===== src/rtl/uart_rx_if.sv =====
// Byte-side and serial-line signals of the 8N1 UART receiver.
// The slave modport is the receiver; the master modport drives the line and consumes bytes.
interface uart_rx_if;
  logic       rx_i;
  logic [7:0] data_o;
  logic       valid_o;
  logic       frame_err_o;
  logic       busy_o;

  modport master (
    output rx_i,
    input  data_o,
    input  valid_o,
    input  frame_err_o,
    input  busy_o
  );

  modport slave (
    input  rx_i,
    output data_o,
    output valid_o,
    output frame_err_o,
    output busy_o
  );
endinterface


===== src/rtl/uart_rx.sv =====
// 8N1 UART receiver: two-flop synchronizer, mid-bit sampling FSM and
// one-cycle byte / frame-error strobes.
module uart_rx #(
  parameter int CLK_FREQ = 125_000_000,
  parameter int BAUD     = 115_200
) (
  input logic     clk,
  input logic     rst,
  uart_rx_if.slave bus
);

  localparam int N    = CLK_FREQ / BAUD;
  localparam int HALF = N / 2;
  localparam int CW   = $clog2(N);

  localparam logic [CW-1:0] MID  = CW'(HALF - 1);
  localparam logic [CW-1:0] LAST = CW'(N - 1);

  generate
    if (N < 4) begin : g_n_check
      $error("uart_rx: CLK_FREQ/BAUD must be at least 4");
    end
  endgenerate

  typedef enum logic [2:0] {
    IDLE,
    START,
    DATA,
    STOP,
    WAIT_IDLE
  } state_t;

  state_t        state;
  state_t        state_next;
  logic          s1;
  logic          rx_s;
  logic [CW-1:0] cnt;
  logic [CW-1:0] cnt_next;
  logic [2:0]    idx;
  logic [2:0]    idx_next;
  logic [7:0]    shift;
  logic [7:0]    shift_next;
  logic [7:0]    data;
  logic [7:0]    data_next;
  logic          valid;
  logic          valid_next;
  logic          err;
  logic          err_next;

  // Synchronizer flops reset to the idle line level so reset never looks like a start edge.
  always_ff @(posedge clk) begin
    if (!rst) begin
      s1    <= 1'b1;
      rx_s  <= 1'b1;
      state <= IDLE;
      cnt   <= '0;
      idx   <= '0;
      shift <= '0;
      data  <= '0;
      valid <= 1'b0;
      err   <= 1'b0;
    end else begin
      s1    <= bus.rx_i;
      rx_s  <= s1;
      state <= state_next;
      cnt   <= cnt_next;
      idx   <= idx_next;
      shift <= shift_next;
      data  <= data_next;
      valid <= valid_next;
      err   <= err_next;
    end
  end

  // The counter restarts on every state change and after each data sample,
  // so each bit is sampled N cycles after the previous one.
  always_comb begin
    state_next = state;
    cnt_next   = cnt + CW'(1);
    idx_next   = idx;
    shift_next = shift;
    data_next  = data;
    valid_next = 1'b0;
    err_next   = 1'b0;

    case (state)
      IDLE: begin
        cnt_next = '0;
        if (!rx_s) begin
          state_next = START;
        end
      end

      START: begin
        if (cnt == MID) begin
          cnt_next = '0;
          if (!rx_s) begin
            state_next = DATA;
            idx_next   = '0;
          end else begin
            state_next = IDLE;
          end
        end
      end

      DATA: begin
        if (cnt == LAST) begin
          cnt_next        = '0;
          shift_next[idx] = rx_s;
          idx_next        = idx + 3'd1;
          if (idx == 3'd7) begin
            state_next = STOP;
          end
        end
      end

      // Leaving at mid stop bit leaves half a bit to catch a back-to-back start edge.
      STOP: begin
        if (cnt == LAST) begin
          cnt_next = '0;
          if (rx_s) begin
            data_next  = shift;
            valid_next = 1'b1;
            state_next = IDLE;
          end else begin
            err_next   = 1'b1;
            state_next = WAIT_IDLE;
          end
        end
      end

      // A held-low line (break) must go high again before a new start is accepted.
      WAIT_IDLE: begin
        cnt_next = '0;
        if (rx_s) begin
          state_next = IDLE;
        end
      end

      default: begin
        cnt_next   = '0;
        state_next = IDLE;
      end
    endcase
  end

  assign bus.data_o      = data;
  assign bus.valid_o     = valid;
  assign bus.frame_err_o = err;
  assign bus.busy_o      = (state != IDLE);

endmodule


===== src/flat_wrapper.sv =====
// flat-port wrapper written by rule: the top's interface ports become plain ports
module uart_rx_flat 
#(
  parameter int CLK_FREQ = 125_000_000,
  parameter int BAUD     = 115_200
)
  (clk, rst, bus_rx_i, bus_data_o, bus_valid_o, bus_frame_err_o, bus_busy_o);
  uart_rx_if bus_i ();
  input logic clk;
  input logic rst;
  input wire logic [$bits(bus_i.rx_i)-1:0] bus_rx_i;
  output wire logic [$bits(bus_i.data_o)-1:0] bus_data_o;
  output wire logic [$bits(bus_i.valid_o)-1:0] bus_valid_o;
  output wire logic [$bits(bus_i.frame_err_o)-1:0] bus_frame_err_o;
  output wire logic [$bits(bus_i.busy_o)-1:0] bus_busy_o;
  assign bus_i.rx_i = bus_rx_i;
  assign bus_data_o = bus_i.data_o;
  assign bus_valid_o = bus_i.valid_o;
  assign bus_frame_err_o = bus_i.frame_err_o;
  assign bus_busy_o = bus_i.busy_o;
  uart_rx #(.CLK_FREQ(CLK_FREQ), .BAUD(BAUD)) u_core (.clk(clk), .rst(rst), .bus(bus_i));
endmodule

===== config.mk =====
export PLATFORM = sky130hd
export DESIGN_NAME = uart_rx_flat
export DESIGN_NICKNAME = d
export VERILOG_FILES = /design/src/rtl/uart_rx_if.sv /design/src/rtl/uart_rx.sv /design/src/flat_wrapper.sv
export SDC_FILE = /design/constraint.sdc
export NUM_CORES = 1
export LEC_CHECK = 0
export BUFFER_PORTS_ARGS = -buffer_cell sky130_fd_sc_hd__clkbuf_2
export CAP_MARGIN = 0
export CORE_MARGIN = 5
export CORE_UTILIZATION = 25
export CTS_CLUSTER_SIZE = 14
export DETAILED_ROUTE_END_ITERATION = 10
export SYNTH_ARGS = -nofsm -noshare
export SYNTH_HDL_FRONTEND = slang
export SYNTH_SLANG_ARGS = --single-unit

===== constraint.sdc =====
create_clock -name clk -period 2.8 [get_ports clk]
set_input_delay 0 -clock clk [delete_from_list [all_inputs] [get_ports clk]]
set_output_delay 0 -clock clk [all_outputs]
set_load 0.02 [all_outputs]

# --- Word level (Yosys, flattened, before mapping) ---
# Index checks and enable logic that the tools add are counted.
# Widths: inputs -> output; s select.
op_classes:
  eq_ne: 14
  add_sub_neg: 2
  muxes: 21
  magnitude_cmp: 2
  n_reduce_logical: 10
ops:
  columns: ["cell", "count"]
  rows:
  - ["$mux 3", 10]
  - ["$mux 11", 2]
  - ["$pmux 11 s2", 1]
  - ["$pmux 3 s5", 1]
  - ["$add 11x1->11 const B", 1]
  - ["$eq 11x10->1 const B", 1]
  - ["$eq 11x11->1 const B", 1]
  - ["$ne 2x1->1 const B", 5]
  - ["$bwmux 8", 1]
  - ["$eq 3x2->1 const B", 2]
  - ["$eq 3x3->1 const B", 2]
  - ["$pmux 3 s2", 1]
  - ["$reduce_and 3->1", 2]
  - ["$reduce_and 6->1", 1]
  - ["$lt 3x4->1 const B", 1]
  - ["$ne 2x2->1 const B", 2]
  - ["$reduce_and 4->1", 1]
  - ["$add 3x1->3 const B", 1]
  - ["$demux 1 s3", 1]
  - ["$eq 3x1->1 const B", 1]
  - ["$ge 3x1->1 const B", 1]
  - ["$logic_not 3->1", 1]
  - ["$mux 1", 3]
  - ["$reduce_bool 3->1", 1]
  - ["other kinds (5)", 5]
totals:
  output_inout_bits: 11
  register_bits: 37
  input_bits: 3
  elab_cells: 58

# --- Longest topological paths before layout ---
depth:
  ltp_word: 5
  ltp_mapped: 7
  ltp_nobuf: 6

# --- Worst setup path after synthesis ---
# OpenSTA, ideal clock, no wires.
synth_timing:
  path_kind: "register to register"
  startpoint: "register u_core.cnt[6]"
  endpoint: "register u_core.data[0], in the netlist u_core.bus.data_o[0]"
  setup_ps: 116
  stages_incl_launch_ff: 5
  required_time_ps: 2684
  path_slack_ps: 1068
  arrival_time_ps: 1616
  n_path_buf: 0
  path_cell_list: "dfxtp_1 -> or3_4 -> nor4_4 -> mux2i_1 -> nor2b_1"
synth_via:
  elab_chain_len: 2
synth_lines:
  columns: ["element", "line_no", "text"]
  rows:
  - ["from (decl)", "uart_rx.sv:37", "logic [CW-1:0] cnt;"]
  - ["from (signal assigned)", "uart_rx.sv:66", "cnt <= cnt_next;"]
  - ["$eq 11x11->1", "uart_rx.sv:119", "if (cnt == LAST) begin"]
  - ["$reduce_and 3->1 (no source line)", null, null]
  - ["to (signal assigned)", "uart_rx.sv:69", "data <= data_next;"]
  - ["to (decl)", "uart_rx.sv:43", "logic [7:0] data;"]
# Every way passes these cells.
# A chain may end at the register's enable or synchronous reset.

# --- Final worst setup path ---
layout_timing:
  startpoint: "register u_core.state[1]"
  endpoint: "register u_core.shift[6]"
layout_via:
  elab_chain_len: 2
layout_lines:
  columns: ["element", "line_no", "text"]
  rows:
  - ["from (decl)", "uart_rx.sv:33", "state_t state;"]
  - ["from (signal assigned)", "uart_rx.sv:65", "state <= state_next;"]
  - ["$eq 3x2->1", "uart_rx.sv:86", "case (state)"]
  - ["$reduce_and 2->1 (no source line)", null, null]
  - ["to (signal assigned)", "uart_rx.sv:68", "shift <= shift_next;"]
  - ["to (decl)", "uart_rx.sv:41", "logic [7:0] shift;"]
# Every way passes these cells.

==> results.py <==
metrics = {
    "critical_path": {
        "max_stage_delay_ps": 620,
        "critical_path_buf_inv_count": 0,
        "reg2reg_to": "u_core.shift[6]",
        "cp.arrival_ps": 2290,
        "worst-setup-path-type": "flop to flop",
        "cp-endpoint": "u_core.shift[6]",
        "rr_startpoint": "u_core.state[1]",
        "slowest_stage": "or4b_2",
        "required_ps": 2970,
        "crit_chain": "or4b_2 > nor4_1 > nand3_1 > mux2i_1",
        "r2r.worst_path.cells": 4,
        "endpoint_kind": "flop",
        "start_kind": "flop",
        "crit_fanout": 12,
        "worstSetupPathDepth": 4,
        "ff2ff_setup_slack_ps": 690,
        "critPathTopFamily": "simple AND/OR/NAND/NOR gates",
        "crit_path_start": "u_core.state[1]",
    },
    "clocking": {
        "cts_buffers": 5,
        "cts_sinks": 37,
        "cts.htree.levels": 2,
        "cts_tree": "built",
        "cts_max_path_buffers": 2,
        "clk_pin_slew_worst_paths_ps": 80,
        "post_cts_buffers": 0,
        "cts_root_buf": "clkbuf_8",
        "clkLatencyLatePin_ps": 290,
    },
    "logic_synthesis": {
        "syn_nets": 182,
        "seq_area_frac_synth": 0.4488,
        "yosysMostFrequentCell": "dfxtp_1",
        "synthTopCellsByCount": "dfxtp_1, nand2_1, mux2i_1, nor2_1, nor2b_1",
        "ys_top_cells_by_area": "dfxtp_1, mux2i_1, nand2_1, nor2b_1, ha_1",
        "yosys_warnings": 0,
        "yosys.area.top_type_share": 0.4488,
        "synth_area_sq_mm": 0.001650,
        "yosysTopAreaCell": "dfxtp_1",
        "ys_ff_latch": 37,
        "synthDistinctLibCells": 38,
        "synth_flop_cell": "dfxtp_1",
        "synthArstFlopShare": 0,
        "synth_edf_count": 0,
        "avgSynthCellArea_sq_um": 9.485,
        "syn_inst": 174,
    },
    "timing": {
        "layout_setup_ws_ps": 688.4,
        "clock_skew_ps": 8.561,
        "worst_hold_slack_ps": 183.4,
        "hold_viol": 0,
        "rsz0062_at_grt": "no",
        "worst_pin_slew_ps": 760.4,
        "min_period_ps": 2112,
        "max_clock_freq_mhz": 473.6,
        "slew_violations": 0,
        "tns_ps": 0,
        "layout_worst_path_cycle_share": 0.7541,
        "setup_viol": 0,
        "slew_headroom": 0.4893,
    },
    "floorplanning": {
        "die_h_um": 91.25,
        "io_pins": 14,
        "fp.coreArea_sq_mm": 0.006386,
        "die_area_sq_mm": 0.008327,
        "die_x_um": 91.25,
        "start_util": 0.2584,
        "rows": 29,
    },
    "global_routing": {
        "grt_pass1_vias": 1168,
        "grt_pass1_wl_mm": 5.395,
        "grt_overflow": 0,
        "grt_max_degree": 26,
        "gr-usage-all-layers": 0.07830,
        "antenna_found_initial": 0,
    },
    "final_layout": {
        "syn2layout_area_growth_pct": 15.24,
        "nets": 198,
        "stdcell_count": 268,
        "antenna_cells": 0,
        "drive_gt1_frac": 0.1414,
    },
    "route": {
        "antenna_left": 0,
        "routed_wl_mm": 3.037,
        "first_pass_iters": 4,
        "routedWlPerCell_um": 11.33,
        "drtIter0Drc": 98,
        "via_per_inst": 4.582,
        "drc_errors": 0,
        "via_count": 1228,
    },
    "placement": {
        "gp_congestion": 0.7639,
        "dp_hpwl_mm": 2.158,
        "pre_cts_ws_ps": 740.3,
        "dp_cells": 259,
        "io_buffers": 13,
    },
    "power": {
        "p_total_uw": 938.7,
        "powerDensity_mw_per_mm2": 493.6,
        "leakage_uw": 0.0007060,
        "ir_drop_mv": 0.1453,
    },
    "hold_path": {
        "hold_path.class": "primary input to flop",
    },
    "job": {
        "maxCapViolations": 0,
    },
    "outcome": {
        "status": "complete, no violations",
    },
}
==> flip-flops by register name (all words and copies together), names as in the netlist <==
signal                  cells
u_core.idx                  3
u_core.bus.data_o           8
u_core.bus.valid_o          1
u_core.state                3
u_core.shift                8
u_core.rx_s                 1
u_core.s1                   1
u_core.cnt                 11
u_core.bus.frame_err_o      1
==> kinds of logic after synthesis <==
logic type / share of synthesized area
AOI/OAI and AO/OA: 0.06066
adders and majority gates: 0.03791
DFF: 0.4488
muxes: 0.09704
and+or+nand+nor: 0.2798
buffers and inverters: 0.02805
xor gates and xnor gates: 0.04777
==> worst min-delay path by stage <==
stage | startpoint | cells past startpoint | slack [ps] | end
2_1_floorplan | rst | 1 | 70 | u_core.rx_s
3_3_place_gp | bus_rx_i | 2 | 190 | u_core.s1
3_5_place_dp | bus_rx_i | 2 | 190 | u_core.s1
4_1_cts | rst | 2 | 190 | u_core.s1
5_1_grt | rst | 2 | 210 | u_core.s1
6_report | rst | 2 | 180 | u_core.s1
==> metal layers <==
| metal | up-vias | wire length, um | track usage | share of wire |
|---|---|---|---|---|
| met4 | 0 | 57 | 0.04279 | 0.019 |
| met2 | 25 | 1357 | 0.1178 | 0.45 |
| met3 | 6 | 123 | 0.02479 | 0.041 |
| met5 | - | 0 | 0 | 0 |
| li1 | 641 | - | - | - |
| met1 | 556 | 1498 | 0.09904 | 0.49 |
==> repair_timing <==
action,4_1_cts,5_1_grt
gates resized for setup,0,0
hold buffers,1,0
endpoints found under the hold margin,1,0
==> worst reg2reg max path: stages, from the launching register on <==
cell and delay (ps):
dfxtp_1 530, or4b_2 630, nor4_1 520, nand3_1 180, mux2i_1 140
==> power breakdown <==
| group | total, uW | internal (uW) | switching [uW] |
|---|---|---|---|
| sequential | 530 | 528 | 2.51 |
| combinational | 19.4 | 7.51 | 11.9 |
| clock | 389 | 199 | 190 |
==> per-stage QoR <==
step	instance area, sq um	util
after global routing	1902	0.2978
after global placement	1795	0.2812
final	1902	0.2978
after detailed placement	1795	0.2812
after CTS	1902	0.2978
after floorplan	1650	-
==> placed cells by master (no fill, tap or decap), types with 2 or more instances in the layout <==
cell type  synthesis  layout
nand3_1            7       7
ha_1               5       5
clkbuf_2           0      13
xnor2_1            2       2
dfxtp_1           37      37
nand2b_1           4       4
clkbuf_8           0       6
nor4_1             4       4
nand2_1           20      20
nor2_1            14      14
xor2_1             7       7
inv_1              6       6
nor3_1             3       3
a21oi_1            2       2
nor2b_1           12      12
nand4_1            5       5
nand4bb_1          2       2
o2bb2ai_1          2       2
mux2i_1           16      16
nand4b_1           2       2
==> final cells by class <==
type,count,area (sq um)
Clock inverter,2,13.76
Timing Repair Buffer,15,82.58
Inverter,6,22.52
Multi-Input combinational cell,125,863.3
Sequential cell,37,740.7
Clock buffer,6,82.58
Tap cell,77,96.34
Fill cell,676,4484
Note: power is estimated with default switching activity, not from simulation.
